--- src/rtl/alu_sequencer.sv ---
// alu_sequencer: FIFO-fed ALU command sequencer with settle-timed capture; `define ALU_SEQ_ERRCNT_EN adds err_count
module alu_sequencer #(
  parameter int FIFO_DEPTH = 4,
  parameter int SETTLE = 2
) (
`ifdef ALU_SEQ_ERRCNT_EN
  output logic [7:0]  err_count,
`endif
  input  logic        clk,
  input  logic        rst,
  input  logic        cmd_valid,
  output logic        cmd_ready,
  input  logic [15:0] cmd_a,
  input  logic [15:0] cmd_b,
  input  logic [3:0]  cmd_op,
  output logic [15:0] alu_input1,
  output logic [15:0] alu_input2,
  output logic [3:0]  alu_opcode,
  input  logic [31:0] alu_result,
  input  logic [1:0]  alu_error,
  output logic        rsp_valid,
  input  logic        rsp_ready,
  output logic [31:0] rsp_result,
  output logic [1:0]  rsp_error,
  output logic        busy
);
  localparam int AW = (FIFO_DEPTH > 1) ? $clog2(FIFO_DEPTH) : 1;
  localparam int CW = AW + 1;
  typedef enum logic [1:0] {IDLE, WAIT, RESP} state_t;
  state_t state_q, state_d;
  logic [AW-1:0] wr_q, wr_d, rd_q, rd_d;
  logic [CW-1:0] cnt_q, cnt_d;
  logic ready_q, ready_d;
  logic [3:0] settle_q, settle_d;
  logic [15:0] in1_q, in1_d, in2_q, in2_d;
  logic [3:0] op_q, op_d;
  logic rsp_valid_q, rsp_valid_d;
  logic [31:0] rsp_result_q, rsp_result_d;
  logic [1:0] rsp_error_q, rsp_error_d;
  logic [35:0] mem_q [FIFO_DEPTH];
  logic [35:0] head;
  logic push, pop, hs;
  always_comb begin
    push = cmd_valid & ready_q;
    pop = (state_q == IDLE) & (cnt_q != '0);
    hs = (state_q == RESP) & rsp_valid_q & rsp_ready;
    head = mem_q[rd_q];
    wr_d = push ? wr_q + AW'(1) : wr_q;
    rd_d = pop ? rd_q + AW'(1) : rd_q;
    cnt_d = cnt_q + CW'(push) - CW'(pop);
    ready_d = cnt_d != CW'(FIFO_DEPTH);
    state_d = state_q;
    settle_d = settle_q;
    in1_d = in1_q;
    in2_d = in2_q;
    op_d = op_q;
    rsp_valid_d = rsp_valid_q;
    rsp_result_d = rsp_result_q;
    rsp_error_d = rsp_error_q;
    if (pop) begin
      state_d = WAIT;
      settle_d = 4'(SETTLE);
      in1_d = head[15:0];
      in2_d = head[31:16];
      op_d = head[35:32];
    end
    if (state_q == WAIT) begin
      settle_d = settle_q - 4'd1;
      if (settle_q == 4'd1) begin
        state_d = RESP;
        rsp_valid_d = 1'b1;
        rsp_result_d = alu_result;
        rsp_error_d = alu_error;
      end
    end
    if (hs) begin
      state_d = IDLE;
      rsp_valid_d = 1'b0;
      op_d = 4'd0;
    end
  end
  always_ff @(posedge clk or posedge rst) begin
    if (rst) begin
      state_q <= IDLE;
      wr_q <= '0;
      rd_q <= '0;
      cnt_q <= '0;
      ready_q <= 1'b0;
      settle_q <= '0;
      in1_q <= '0;
      in2_q <= '0;
      op_q <= '0;
      rsp_valid_q <= 1'b0;
      rsp_result_q <= '0;
      rsp_error_q <= '0;
    end else begin
      state_q <= state_d;
      wr_q <= wr_d;
      rd_q <= rd_d;
      cnt_q <= cnt_d;
      ready_q <= ready_d;
      settle_q <= settle_d;
      in1_q <= in1_d;
      in2_q <= in2_d;
      op_q <= op_d;
      rsp_valid_q <= rsp_valid_d;
      rsp_result_q <= rsp_result_d;
      rsp_error_q <= rsp_error_d;
    end
  end
  always_ff @(posedge clk) begin
    if (push) mem_q[wr_q] <= {cmd_op, cmd_b, cmd_a};
  end
`ifdef ALU_SEQ_ERRCNT_EN
  logic [7:0] err_q, err_d;
  always_comb err_d = (hs && rsp_error_q != 2'b00 && err_q != 8'hFF) ? err_q + 8'd1 : err_q;
  always_ff @(posedge clk or posedge rst) begin
    if (rst) err_q <= '0;
    else err_q <= err_d;
  end
  assign err_count = err_q;
`endif
  assign cmd_ready = ready_q;
  assign alu_input1 = in1_q;
  assign alu_input2 = in2_q;
  assign alu_opcode = op_q;
  assign rsp_valid = rsp_valid_q;
  assign rsp_result = rsp_result_q;
  assign rsp_error = rsp_error_q;
  assign busy = (state_q != IDLE) | (cnt_q != '0);
endmodule

--- config.mk ---
export PLATFORM = sky130hd
export DESIGN_NAME = alu_sequencer
export DESIGN_NICKNAME = d
export VERILOG_FILES = /design/src/rtl/alu_sequencer.sv
export SDC_FILE = /design/constraint.sdc
export NUM_CORES = 1
export LEC_CHECK = 0
export ABC_AREA = 1
export CORE_ASPECT_RATIO = 2
export CORE_MARGIN = 4
export CORE_UTILIZATION = 41
export CTS_CLUSTER_DIAMETER = 120
export DETAILED_ROUTE_END_ITERATION = 8
export GPL_ROUTABILITY_DRIVEN = 0
export SYNTH_ARGS = -nofsm -noshare
export SYNTH_HDL_FRONTEND = slang
export SYNTH_SLANG_ARGS = --single-unit
--- constraint.sdc ---
create_clock -name clk -period 3.3 [get_ports clk]
set_input_delay 0.66 -clock clk [delete_from_list [all_inputs] [get_ports clk]]
set_output_delay 0.66 -clock clk [all_outputs]
set_load 0.03 [all_outputs]
==> impl_results.md, run 1 <==
* # Post-CTS Setup Buffers at 0
* Diode count at 0
* Tot GR Track Use at 0.164
* Placed Area at 11300 um^2
* Critical Path AT at 1.89 ns
* Commonest non-fill, non-tap cell in the layout: nand2_1
* Final setup viols at 0
* Worst-path fanout max at 4
* Largest family of logic cells by synthesized area: simple AND/OR/NAND/NOR gates
* Post-DP HPWL at 13100 um
* Static Leak at 5.53 nW
* WS Path Type: flop to output port
* Final Hold Fails at 0
* Yosys reg bits at 229
* Area grow syn2layout at 25.3%
* CTS buffer count at 21
* Slew at the pin with the worst max-slew slack at 0.859 ns
* Setup repair after global routing missed its margin: false
* Final Instance Count excl. Fillers at 1378
* PostCTS Resize Cnt at 0
* Initial antenna violation count at 0
* Simple-gate share of the synthesized area at 0.186
* Clock-pin transition on the worst setup and hold timing paths at 0.06 ns
* Number of global-route vias before repair at 6370
* Core area at 22700 um^2
* TritonCTS clock tree: built
* Max Cap Violations at 0
* CTS root buf: clkbuf_16
* Detail Route met2 WL at 11500 um
* Post-Syn Instances at 937
* Remaining antenna violation count at 0
* Vias at 6264
* Critical Path RT at 2.64 ns
* DRT met1 WL at 7840 um
* Run status: complete, no violations
* Area of the multi-input gates at 2170 um^2
* Synth warnings at 0
* Post-synthesis sequential area ratio at 0.680
* Residual DRC at 0
* Row cnt at 78
* Sequential Area at 6450 um^2
* Max-slew violations at 0
* Starting Density at 0.417
* Syn Std Cell Area at 9490 um^2
* CTS Buffer Depth at 3
* Setup crit end kind: output port
* First-pass GRT wire length at 33100 um
* Worst hold slack at 0.478 ns
* Power per cell area at 924 nW/um^2
* Synth area leader: edfxtp_1
* Multiplexer share of the synthesized area at 0
* Die X at 116 um
* Dpl cells at 1341
* I/O Buffers at 146
* Syn Area/Cell at 10.1 um^2
* Compound-Gate Fraction of Synth Area at 0.0240
* Met3 WL post-DR at 1050 um
* Number of H-tree levels at 1
* Die Ht at 223 um
* Syn_nets at 1020
* Vias per std cell at 4.55
* Commonest cells after routing, fill and taps aside: 328 x nand2_1, 179 x inv_1, 146 x clkdlybuf4s50_1
* I/O pin cnt at 147
* Yosys cell types at 29
* Hold_buf cts at 0
* Minimum clock period at 2.55 ns
* VDD IR-drop max at 0.000666 V
* Worst Hold Class: flop to flop
* Largest net degree at the start of global routing at 74
* Filler cells at 2023
* DRT Pass-1 Iters at 4
* WL/cell at 15.1 um
* CTS sink cnt at 229
* Worst-skew pair later-pin latency at 0.49 ns
* Synth top area cells: edfxtp_1 46%, dfrtp_1 22%, nand2_1 13%, inv_1 7.1%, nand3_1 4.5%
* Worst slew margin at 0.427
* Global route overflow at 0
* Startpoint Class: flop
* Final worst-path cycle share at 0.773
* Highest routed layer: met4
* Routed WL at 20800 um
* Final #Nets at 1167
* Final Skew at 0.00904 ns
* Peak Freq at 0.392 GHz
* Synth Area in XOR/XNOR at 0.00277
* DR iter-0 viols at 331
* Synth Area in Adders at 0.0127
* Ratio of cells with drive above 1 in the final layout at 0.0565
* Yosys top cell area share at 0.456
* Total Neg Setup Slack at 0 ns
* Die Area at 25800 um^2
* Final instance area at 11900 um^2
==> stage by stage <==
step           power [W]   util  worst slack (ns)
2_1_floorplan    0.00719      -             0.447
3_3_place_gp     0.00879  0.495             0.664
3_5_place_dp     0.00887  0.495             0.646
4_1_cts           0.0112  0.523             0.696
5_1_grt           0.0118  0.523             0.630
6_report          0.0110  0.523             0.749
==> sequential cells by signal, indices dropped and copies added (netlist names) <==
register	count
cmd_ready	1
state_q	2
wr_q	2
mem_q	144
settle_q	4
rsp_valid	1
alu_input2	16
alu_input1	16
rsp_result	32
alu_opcode	4
rd_q	2
rsp_error	2
cnt_q	3
==> cells in the mapped netlist (all sizes together) <==
cell type / instances
xnor2: 1
inv: 186
xor2: 2
edfxtp: 144
o21bai: 1
nor2: 13
nand4: 1
a21boi: 1
o21ai: 36
nand2: 330
a21oi: 3
dfrtp: 85
clkbuf: 9
buf: 27
ha: 8
nand3: 87
fa: 1
a31oi: 1
nor3: 1
==> logic make-up after synthesis <==
kind of cell,Yosys count
AND/OR/NAND/NOR,432
flip-flops,229
buffers and inverters,222
AO/OA/AOI/OAI,42
adder cells (fa/ha/maj),9
XOR/XNOR,3
==> final timing paths <==
check	start	end	slack (ns)	depth (start not counted)
min in group asynchronous	rst	alu_input1[6]	0.56	2
min	alu_input2[1]	alu_input2[1]	0.48	2
max	state_q[1]	busy	0.75	5
min reg2reg	alu_input2[1]	alu_input2[1]	0.48	2
max reg2reg	settle_q[1]	rsp_result[21]	1.16	6
max in group asynchronous	rst	rsp_result[6]	2.09	3
==> where the power goes <==
| group | internal, W | switching (W) | leakage, nW |
|---|---|---|---|
| Sequential | 0.00394 | 0.000354 | 2.34 |
| Combinational | 0.00158 | 0.00284 | 2.87 |
| Clock | 0.00128 | 0.000985 | 0.317 |
==> area by class of cell <==
class	instances	area share
sequential	229	0.543
multi-input combinational	486	0.182
timing repair buffer	160	0.133
inverter	186	0.0589
clock buffer	31	0.0515
tap	280	0.0295
clock inverter	6	0.00252
==> routing by layer <==
metal	global-route usage	vias up
li1	-	3196
met1	0.181	2889
met2	0.319	151
met3	0.0217	28
met4	0.0421	0
met5	0	-
==> critical path, cell delays in order (launching register included) <==
cell	delay, ns
dfrtp_1	0.44
inv_2	0.06
nand2_2	0.10
inv_2	0.06
nand3_1	0.07
clkdlybuf4s50_1	0.67
Note: power is estimated with default switching activity, not from simulation.
==> inputs of run 2 (changes only) <==
clock period = 2.5 ns   (was 3.3 ns; I/O delays follow)
==> run 2 against run 1 <==
Count of clock-buffer cells in the layout fell by 2. Final cell count is essentially flat. Hold slack got worse by 0.23 ns. Sequential cell count is the same. Via count up 2.6%. Total power is 31% higher. First-iteration DRC count fell by 1.2%. Combinational power is 33% higher. Die area unchanged. Sequential share of layout area fell by 0.091 points. Global-route usage decreased by 0.41 points.
==> impl_results.md, run 2 (synthesis results as in run 1) <==
* Slowest cell on the critical path: clkdlybuf4s50_1 (unchanged)
* Initial antenna violation count at 0 (unchanged)
* Diode count at 0 (unchanged)
* Power per cell area at 1210 nW/um^2 (was 924 nW/um^2)
* Worst-skew pair later-pin latency at 0.49 ns (about the same)
* Tot GR Track Use at 0.160 (was 0.164)
* Cell count of the worst reg-to-reg path at 9 (was 6)
* Run status: complete, no violations (unchanged)
* Commonest non-fill, non-tap cell in the layout: nand2_1 (unchanged)
* Final worst-path cycle share at 0.965
* Cell family with most CP delay: buffers and inverters (unchanged)
* I/O Buffers at 146 (unchanged)
* Largest net degree at the start of global routing at 71 (was 74)
* Pre-CTS setup slack at 0.146 ns (was 0.646 ns)
* Die X at 116 um (unchanged)
* Clock power share at 0.199 (was 0.206)
* Filler cells at 2041 (was 2023)
* Final #Nets at 1168 (was 1167)
* Final Hold Fails at 0 (unchanged)
* VDD IR-drop max at 0.000763 V (was 0.000666 V)
* Worst slew margin at 0.459 (was 0.427)
* Die Area at 25800 um^2 (unchanged)
* Peak Freq at 0.415 GHz
* CP max stage delay at 0.68 ns (was 0.67 ns)
* Ratio of cells with drive above 1 in the final layout at 0.0564 (was 0.0565)
* First-pass GRT wire length at 32600 um (was 33100 um)
* Startpoint Class: flop (unchanged)
* Critical Path RT at 2.00 ns (was 2.64 ns)
* Post-DP HPWL at 13000 um (was 13100 um)
* Final instance area at 11900 um^2 (about the same)
* I/O pin cnt at 147 (unchanged)
* Reg-to-Reg End: cmd_ready (was rsp_result[21])
* Core area at 22700 um^2 (unchanged)
* Final Instance Count excl. Fillers at 1379 (was 1378)
* CTS sink cnt at 229 (unchanged)
* PostCTS Resize Cnt at 0 (unchanged)
* Dpl cells at 1342 (was 1341)
* Worst-path fanout max at 4 (unchanged)
* Number of global-route vias before repair at 6538 (was 6370)
* CP most frequent cell: inv_2 (unchanged)
* WL/cell at 14.7 um (was 15.1 um)
* Row cnt at 78 (unchanged)
* Die Ht at 223 um (unchanged)
* Remaining antenna violation count at 0 (unchanged)
* Placed Area at 11300 um^2 (about the same)
* CTS buffer count at 21 (unchanged)
* DRT Pass-1 Iters at 4 (unchanged)
* Pint at 0.00890 W (was 0.00681 W)
* Switching Share at 0.384 (was 0.380)
* Critical Path AT at 1.91 ns (was 1.89 ns)
* Worst hold slack at 0.250 ns (was 0.478 ns)
* Reg2Reg Setup Slack at 0.54 ns (was 1.16 ns)
* Sw Pwr at 0.00555 W (was 0.00418 W)
* Number of H-tree levels at 1 (unchanged)
* Setup slack after layout at 0.0880 ns (was 0.749 ns)
* CP bufs+invs at 3 (unchanged)
* Post-layout util at 0.524 (was 0.523)
* Starting Density at 0.417 (unchanged)
* # Post-CTS Setup Buffers at 0 (unchanged)
* CTS root buf: clkbuf_16 (unchanged)
* Reg-to-reg startpoint: cnt_q[1] (was settle_q[1])
* Max Cap Violations at 0 (unchanged)
* Minimum clock period at 2.41 ns
* Static Leak at 5.52 nW (was 5.53 nW)
* Vias per std cell at 4.66 (was 4.55)
* Max-slew violations at 0 (unchanged)
* TritonCTS clock tree: built (unchanged)
* Vias at 6426 (was 6264)
* Clock-pin transition on the worst setup and hold timing paths at 0.07 ns (was 0.06 ns)
* Worst Hold Class: input port to asynchronous set/reset pin (was flop to flop)
* Final Skew at 0.00728 ns (was 0.00904 ns)
* Global route overflow at 0 (unchanged)
* DR iter-0 viols at 327 (was 331)
* Area grow syn2layout at 25.6% (was 25.3%)
* Share of power burned in registers at 0.392 (was 0.391)
* Setup repair after global routing missed its margin: false (unchanged)
* Crit path cell chain: inv_2 -> nand2_2 -> inv_2 -> nand3_1 -> clkdlybuf4s50_1 (unchanged)
* Final setup viols at 0 (unchanged)
* Routed WL at 20300 um (was 20800 um)
* Share of total power in combinational logic at 0.409 (was 0.403)
* Commonest cells after routing, fill and taps aside: 328 x nand2_1, 179 x inv_1, 146 x clkdlybuf4s50_1 (unchanged)
* Slew at the pin with the worst max-slew slack at 0.811 ns (was 0.859 ns)
* Hold_buf cts at 0 (unchanged)
* WS Path Type: flop to output port (unchanged)
* Largest register FFs at 144 (unchanged)
* Setup crit end kind: output port (unchanged)
* CTS Buffer Depth at 3 (unchanged)
* Residual DRC at 0 (unchanged)
* Most flops, register: mem_q (unchanged)
[run 2: changes by cell type in the layout (fill, tap and decap cells not counted)]
cell	previous run	this run
clkbuf_8	5	0
buf_12	1	5
buf_4	13	10
clkbuf_1	5	8
clkinv_1	3	1
clkinv_2	2	4
clkinvlp_4	0	2
inv_4	1	0
inv_6	0	1
[run 2: worst reg2reg max path, stage by stage (launching register included)]
cell      delay [ns]
dfrtp_1         0.42
nor2_4          0.19
a21oi_4         0.07
ha_1            0.27
inv_1           0.03
ha_1            0.18
fa_1            0.38
o21bai_1        0.17
nand2_1         0.09
nand2_1         0.07
[run 2: power groups by stage]
stage | clock network, W | logic [W] | registers (W)
2_1_floorplan | 0 | 0.00265 | 0.00685
3_3_place_gp | 0 | 0.00594 | 0.00572
3_5_place_dp | 0 | 0.00601 | 0.00575
4_1_cts | 0.00298 | 0.00603 | 0.00568
5_1_grt | 0.00311 | 0.00656 | 0.00579
6_report | 0.00288 | 0.00590 | 0.00567
[run 2: routing by layer]
metal | GRT usage | part of all wire | vias to the layer above
met4 | 0.0493 | 0.025 | 0
li1 | - | - | 3204
met1 | 0.171 | 0.38 | 3040
met3 | 0.0201 | 0.047 | 33
met5 | 0 | 0 | -
met2 | 0.313 | 0.55 | 149
[run 2: final cells by class]
class                      count  area [um^2]  area share
sequential                   229         6450       0.542
clock inverter                 8         48.8     0.00410
tap                          280          350      0.0294
inverter                     186          702      0.0589
clock buffer                  29          556      0.0466
timing repair buffer         161         1640       0.137
multi-input combinational    486         2170       0.182
[run 2: worst max path at each step]
stage	start	end	slack, ns	cells past startpoint
5_1_grt	state_q[1]	busy	0.009	5
3_5_place_dp	cmd_valid	cmd_ready	0.15	9
2_1_floorplan	cmd_ready	mem_q[0][0]	-0.21	2
4_1_cts	state_q[1]	busy	0.06	5
3_3_place_gp	cmd_valid	cmd_ready	0.18	9
6_report	state_q[1]	busy	0.09	5
[run 2: through the flow]
step,setup TNS (ns),total power [W]
2_1_floorplan,-30.91,0.00949
3_3_place_gp,0,0.0117
3_5_place_dp,0,0.0118
4_1_cts,0,0.0147
5_1_grt,0,0.0155
6_report,0,0.0145
